### config.mk
export PLATFORM = sky130hd
export DESIGN_NAME = serial_adder_seq
export DESIGN_NICKNAME = d
export VERILOG_FILES = /design/src/rtl/serial_adder_seq.sv
export SDC_FILE = /design/constraint.sdc
export NUM_CORES = 1
export LEC_CHECK = 0
export BUFFER_PORTS_ARGS = -buffer_cell sky130_fd_sc_hd__buf_2
export CAP_MARGIN = 15
export CORE_MARGIN = 2
export CORE_UTILIZATION = 30
export DETAILED_ROUTE_END_ITERATION = 6
export PLACE_DENSITY = 0.59
export SYNTH_ARGS = -nofsm -noshare
export SYNTH_HDL_FRONTEND = slang
export SYNTH_SLANG_ARGS = --single-unit
### constraint.sdc
create_clock -name clk -period 1.3 [get_ports clk]
set_input_delay 0.26 -clock clk [delete_from_list [all_inputs] [get_ports clk]]
set_output_delay 0.26 -clock clk [all_outputs]
set_load 0.005 [all_outputs]
### src/rtl/serial_adder_seq.sv
// serial_adder_seq: bit-serial adder sequencer driving a gate-level full adder
//
// Adds two WIDTH-bit operands plus carry-in, one bit per clock, LSB first,
// using a single fulladder cell. Handshake is start/busy/done.
//
// Ports:
//   clk    rising-edge clock
//   rst    asynchronous active-high reset
//   start  request, sampled only in IDLE
//   a, b   operands, captured on accepted start
//   cin    carry-in, captured on accepted start
//   busy   high while the addition is running
//   done   one-cycle pulse when sum/cout have just been updated
//   sum    registered sum, held until the next completion
//   cout   registered carry-out, held until the next completion
//   ovf    signed overflow flag, present only with SERIAL_ADDER_OVF_EN defined
//
// Build option: define SERIAL_ADDER_OVF_EN to add the ovf output.

module fulladder (
   input  logic a,
   input  logic b,
   input  logic cin,
   output logic sum,
   output logic cout
);
   logic p, g, t;
   xor x0 (p, a, b);
   xor x1 (sum, p, cin);
   and a0 (g, a, b);
   and a1 (t, p, cin);
   or  o0 (cout, g, t);
endmodule

module serial_adder_seq #(
   parameter int WIDTH = 8
) (
   input  logic             clk,
   input  logic             rst,
   input  logic             start,
   input  logic [WIDTH-1:0] a,
   input  logic [WIDTH-1:0] b,
   input  logic             cin,
   output logic             busy,
   output logic             done,
   output logic [WIDTH-1:0] sum,
   output logic             cout
`ifdef SERIAL_ADDER_OVF_EN
   ,output logic            ovf
`endif
);
   localparam int CW = $clog2(WIDTH) + 1;
   typedef enum logic [1:0] {S_IDLE, S_RUN, S_DONE} state_t;
   state_t           state;
   logic [WIDTH-1:0] sa, sb, acc;
   logic             carry;
   logic [CW-1:0]    cnt;
   logic             fs, fc;
   fulladder u_fa (
      .a    (sa[0]),
      .b    (sb[0]),
      .cin  (carry),
      .sum  (fs),
      .cout (fc)
   );
   always_ff @(posedge clk or posedge rst) begin
      if (rst) begin
         state <= S_IDLE;
         busy  <= 1'b0;
         done  <= 1'b0;
         sum   <= '0;
         cout  <= 1'b0;
         sa    <= '0;
         sb    <= '0;
         acc   <= '0;
         carry <= 1'b0;
         cnt   <= '0;
`ifdef SERIAL_ADDER_OVF_EN
         ovf   <= 1'b0;
`endif
      end else begin
         case (state)
            S_IDLE: begin
               done <= 1'b0;
               if (start) begin
                  sa    <= a;
                  sb    <= b;
                  carry <= cin;
                  cnt   <= '0;
                  busy  <= 1'b1;
                  state <= S_RUN;
               end
            end
            S_RUN: begin
               sa    <= sa >> 1;
               sb    <= sb >> 1;
               carry <= fc;
               acc   <= {fs, acc[WIDTH-1:1]};
               cnt   <= cnt + 1'b1;
               if (cnt == CW'(WIDTH - 1)) begin
                  sum   <= {fs, acc[WIDTH-1:1]};
                  cout  <= fc;
`ifdef SERIAL_ADDER_OVF_EN
                  // on the last bit the carry flop holds the carry into the MSB
                  ovf   <= carry ^ fc;
`endif
                  busy  <= 1'b0;
                  done  <= 1'b1;
                  state <= S_DONE;
               end
            end
            S_DONE: begin
               done  <= 1'b0;
               state <= S_IDLE;
            end
            default: state <= S_IDLE;
         endcase
      end
   end
endmodule

# After elaboration in Yosys (flattened, before gate mapping)
# Index checks and enable logic that the tools add are counted.
[classes] bitwise=5 div=0 addsub=1 mux=16 eq_ne=5 n_lt_le_gt_ge=0 multipliers=0 shift=0 reduce_logical=9
[op_table] operator="$pmux W8 S2" count=2
[op_table] operator="$mux W8" count=2
[op_table] operator="$pmux W4 S2" count=1
[op_table] operator="$reduce_and A2 Y1" count=4
[op_table] operator="$pmux W1 S2" count=3
[op_table] operator="$add A4 B1 Y4 const B" count=1
[op_table] operator="$eq A4 B3 Y1 const B" count=1
[op_table] operator="$mux W1" count=4
[op_table] operator="$mux W2" count=2
[op_table] operator="$mux W4" count=1
[op_table] operator="$ne A2 B2 Y1 const B" count=2
[op_table] operator="$pmux W2 S2" count=1
[op_table] operator="$reduce_bool A2 Y1" count=2
[op_table] operator="$reduce_and A3 Y1" count=1
[op_table] operator="$and A1 B1 Y1" count=2
[op_table] operator="$eq A2 B1 Y1 const B" count=1
[op_table] operator="$eq A2 B2 Y1 const B" count=1
[op_table] operator="$logic_not A2 Y1" count=1
[op_table] operator="$reduce_or A2 Y1" count=1
[op_table] operator="$xor A1 B1 Y1" count=2
[op_table] operator="$or A1 B1 Y1" count=1
[totals] romBits=0 latch_bits=0 output_inout_bits=11 register_bits=42 word_cells=46 inputBits=20 ram_bits=0 memories=0

# Longest topological paths before layout
[logic_depth] ltp_word=4 ltp_mapped=5 ltp_nobuf=4

# Modules after synthesis
# A second synthesis with hierarchy kept.
[hier_totals] cells_unflattened=172 hier_area_um2=1778.0
[by_module_without_submodules] module="serial_adder_seq" area_each_um2=1757.9 n_inst=1 cells_per_inst=171 seq_area_each_um2=1026.0
[by_module_without_submodules] module="fulladder" area_each_um2=20.0 n_inst=1 cells_per_inst=1 seq_area_each_um2=0.0

# Worst setup path after synthesis
# Ideal clock, no wire load.
[synth_path] path_type="register -> register" startpoint="register state[1]" endpoint="register sum[0]" required_ps=1175 path_buffers=2 path_stages_with_launch=6 setup_ps=125 synth_period_minus_slack_ps=1469 arrival_time_ps=1344 setup_slack_ps=-169 cell_sequence="dfrtp_1 nand2b_1 buf_4 nor3_4 buf_6 mux2_2"
[synth_via] elab_chain_len=2
[synth_lines] item="start: declaration" line_no="54" text="state_t state;"
[synth_lines] item="start signal: assignment" line_no="68" text="state <= S_IDLE;"
[synth_lines] item="start signal: assignment" line_no="91" text="state <= S_RUN;"
[synth_lines] item="start signal: assignment" line_no="109" text="state <= S_DONE;"
[synth_lines] item="$eq A2 B1 Y1" line_no="82" text="case (state)"
[synth_lines] item="$reduce_and A2 Y1 (no source line)"
[synth_lines] item="end signal: assignment" line_no="101" text="sum <= {fs, acc[WIDTH-1:1]};"
[synth_lines] item="end: declaration" line_no="46" text="output logic [WIDTH-1:0] sum,"
# Every way passes these cells.
# A chain may end at the register's enable or synchronous reset.

# Worst setup path after layout
[layout_path] startpoint="register cnt[0]" endpoint="register sum[7]"
[layout_via] elab_chain_len=2
[layout_lines] item="start: declaration" line_no="57" text="logic [CW-1:0] cnt;"
[layout_lines] item="start signal: assignment" line_no="99" text="cnt <= cnt + 1'b1;"
[layout_lines] item="$eq A4 B3 Y1" line_no="100" text="if (cnt == CW'(WIDTH - 1)) begin"
[layout_lines] item="$reduce_and A2 Y1 (no source line)"
# Every way passes these cells.

==> flow_summary_export.csv <==
group,metric,value,unit
floorplanning,start_util,31.4,%
detailed_routing,wl,4070,um
sta,max_freq,683,MHz
detailed_routing,drc,0,
cts,hold_buffers,0,
final_layout,ff_latch_area,1030,um2
floorplanning,fp.dieH,80.7,um
cts,clock_latency,0.30,ns
cts,cts_tree,"done",
cts,htree_levels,2,
final_layout,antenna_cells,0,
sta,finalClockSkew,0.0102,ns
sta,fin_crit_sh,113,%
detailed_routing,first_pass_iters,4,
cts,path_clk_slew,0.08,ns
worst_setup_path,crit_required,1.49,ns
yosys,yosys_warnings,0,
final_layout,n_fill_cell,579,
detailed_routing,wl_per_cell,13.9,um
global_route,first_global_vias,1366,
floorplanning,core_area,5610,um2
global_route,grt_max_degree,42,
worst_setup_path,critPathLaunchType,"flop",
final_layout,final_common_cell,"dfrtp_1",
yosys,syn_inst,168,
outcome,violations,"setup timing",
sta,setup_slack,-0.165,ns
worst_setup_path,slowest_delay,0.40,ns
cts,numCtsBuffers,5,
global_route,grt_overflow_total,0,
sta,slew_viol_final,0,
yosys,ys_types,26,
min_path,hp-class,"input port to async pin",
pwr,power_density,2360,nW/um2
worst_setup_path,cp_max_fo,6,
worst_setup_path,crit_chain,"ha_4, nand2_4, nor3_4, clkbuf_16, mux2_4",
detailed_routing,ant_nets,0,
placed_design,io_buffers,30,
flow_run,maxCapViolations,0,
sta,fin_hold_ws,0.0124,ns
sta,finalSetupViolCount,9,
sta,setup_tns,-1.25,ns
pwr,ir_worst_vdd,0.000760,V
worst_setup_path,cp_slowest_cell,"dfrtp_1",
final_layout,nets,241,
final_layout,multi_input_area,757,um2
yosys,ys_seq_area_share,58.2,%
placed_design,place.gp.congestion,0.733,
global_route,grt_pass1_wl,6560,um
yosys,synth_area_per_cell,10.5,um2
detailed_routing,via_per_inst,4.62,
placed_design,place_inst,281,
worst_setup_path,endpoint_kind,"flop",
cts,cts_root_buffer,"clkbuf_8",
placed_design,post-dp-hpwl,2660,um
worst_setup_path,worstSetupPathType,"flop to flop",
yosys,syn_nets,190,
yosys,ys_seq_elements,41,
sta,fin_crit,1.46,ns
pwr,leakage,1.15,nW
global_route,grtUsageTotal,13.5,%
sta,max_slew.worst_pin.slew,0.265,ns
final_layout,layout_common_cells,"dfrtp_1, nand2_1, buf_2, o21ai_0, buf_4",
final_layout,area.growth.synth_to_final,35.6,%
sta,grt_setup_unrepaired,"yes",
global_route,grt_antenna_before_repair,0,
final_layout,fin_cells,292,
cts,cts.sinks,41,
pwr,power,5.65,mW
detailed_routing,dr_total_vias,1349,
sta,slew_headroom,82.1,%
outcome,status,"finished with violations",
floorplanning,ioPinCount,31,
sta,hold_violations,0,
final_layout,drive_above_1_share,34.5,%
yosys,netlist_area,1760,um2
floorplanning,rows,27,
detailed_routing,initialDrtViolationCount,93,
floorplanning,fp.dieW,80.7,um
worst_setup_path,arrival,1.65,ns
floorplanning,dieArea,6510,um2
cts,cts.path.max_buffers,2,
-- stage by stage --
step	area, um2	utilization [%]	setup WS [ns]
after floorplan	1790	-	-0.122
after global placement	2190	39.0	-0.104
after detailed placement	2190	39.0	-0.133
after CTS	2310	41.2	-0.127
after global routing	2390	42.6	-0.208
final	2390	42.6	-0.165
-- final cells by class --
class,count,share of cell area [%]
clock buffer,7,3.61
clock inverter,1,1.26
inverter,2,0.314
multi-input combinational,116,31.7
sequential,41,42.9
tap,72,3.77
timing repair buffer,53,16.5
-- repair_timing --
action | in CTS | in global routing
cloned | 0 | 2
endpoints found under the setup margin | 9 | 31
pin swaps | 0 | 2
gates resized for setup | 2 | 8
buffers inserted | 0 | 1
-- worst max-delay path: cells and delay by family (launching register included) --
family	cells	cell delay (ns)
fa+ha+maj	1	0.17
buf+inv	1	0.22
flops	1	0.40
mux	1	0.29
simple gates	2	0.28
-- flip-flops by register name, summed over array words and instances, names as in the netlist --
signal / cells
state: 2
sa: 8
cout: 1
sum: 8
done: 1
carry: 1
cnt: 4
acc: 7
busy: 1
sb: 8
-- worst paths after layout --
kind	startpoint	slack, ns	endpoint	depth (start not counted)
min reg2reg	sb[5]$_DFFE_PP0P_	0.48	sb[5]$_DFFE_PP0P_	2
max reg2reg	cnt[0]$_DFFE_PP0P_	-0.16	sum[7]$_DFFE_PP0P_	5
min	rst	0.01	cnt[1]$_DFFE_PP0P_	3
min in group clk	a[7]	0.25	sa[7]$_DFFE_PP0P_	3
max in group asynchronous	rst	1.09	sb[6]$_DFFE_PP0P_	3
max	cnt[0]$_DFFE_PP0P_	-0.16	sum[7]$_DFFE_PP0P_	5
-- cells in the mapped netlist --
cell type	count	share of area [%]
nor3_4	1	0.92
a22o_1	1	0.50
clkbuf_1	6	1.3
a22oi_1	8	3.4
buf_6	1	0.64
buf_2	1	0.28
a21oi_1	5	1.4
mux2_2	9	5.7
o21ai_0	19	5.4
o21bai_2	1	0.64
and2_1	7	2.5
fa_1	1	1.1
buf_4	1	0.43
clkinv_1	1	0.21
o311ai_0	1	0.50
a21o_1	1	0.43
dfrtp_1	41	58
inv_1	1	0.21
nand2b_1	1	0.36
mux2i_1	1	0.57
a31oi_1	7	2.5
nand3_1	2	0.57
nor2b_1	6	2.1
ha_1	1	0.71
nor2_1	3	0.64
nand2_1	41	8.7
-- power breakdown --
| group | internal [mW] | switching, mW | total, mW |
|---|---|---|---|
| sequential | 1.81 | 0.358 | 2.17 |
| clock | 0.626 | 0.440 | 1.07 |
| combinational | 1.29 | 1.12 | 2.41 |
| total | 3.73 | 1.92 | 5.65 |
-- layer usage --
| layer | part of all wire (%) | vias to the layer above | global-route usage, % | wire length (um) |
|---|---|---|---|---|
| li1 | - | 674 | - | - |
| met1 | 50 | 648 | 18.8 | 2040 |
| met2 | 45 | 23 | 19.8 | 1840 |
| met3 | 3.3 | 4 | 3.93 | 136 |
| met4 | 1.3 | 0 | 5.08 | 51 |
| met5 | 0 | - | 0 | 0 |
-- cells by family (layout without fill, tap and decap cells) --
| kind of cell | Yosys count | in the layout | share of synthesized area, % |
|---|---|---|---|
| compound gates | 43 | 43 | 14.8 |
| fa+ha+maj | 2 | 2 | 1.85 |
| buf+inv | 11 | 63 | 3.05 |
| flops | 41 | 41 | 58.2 |
| simple gates | 61 | 61 | 15.8 |
| mux | 10 | 10 | 6.32 |
No activity file was read; power rests on OpenSTA's default activity.
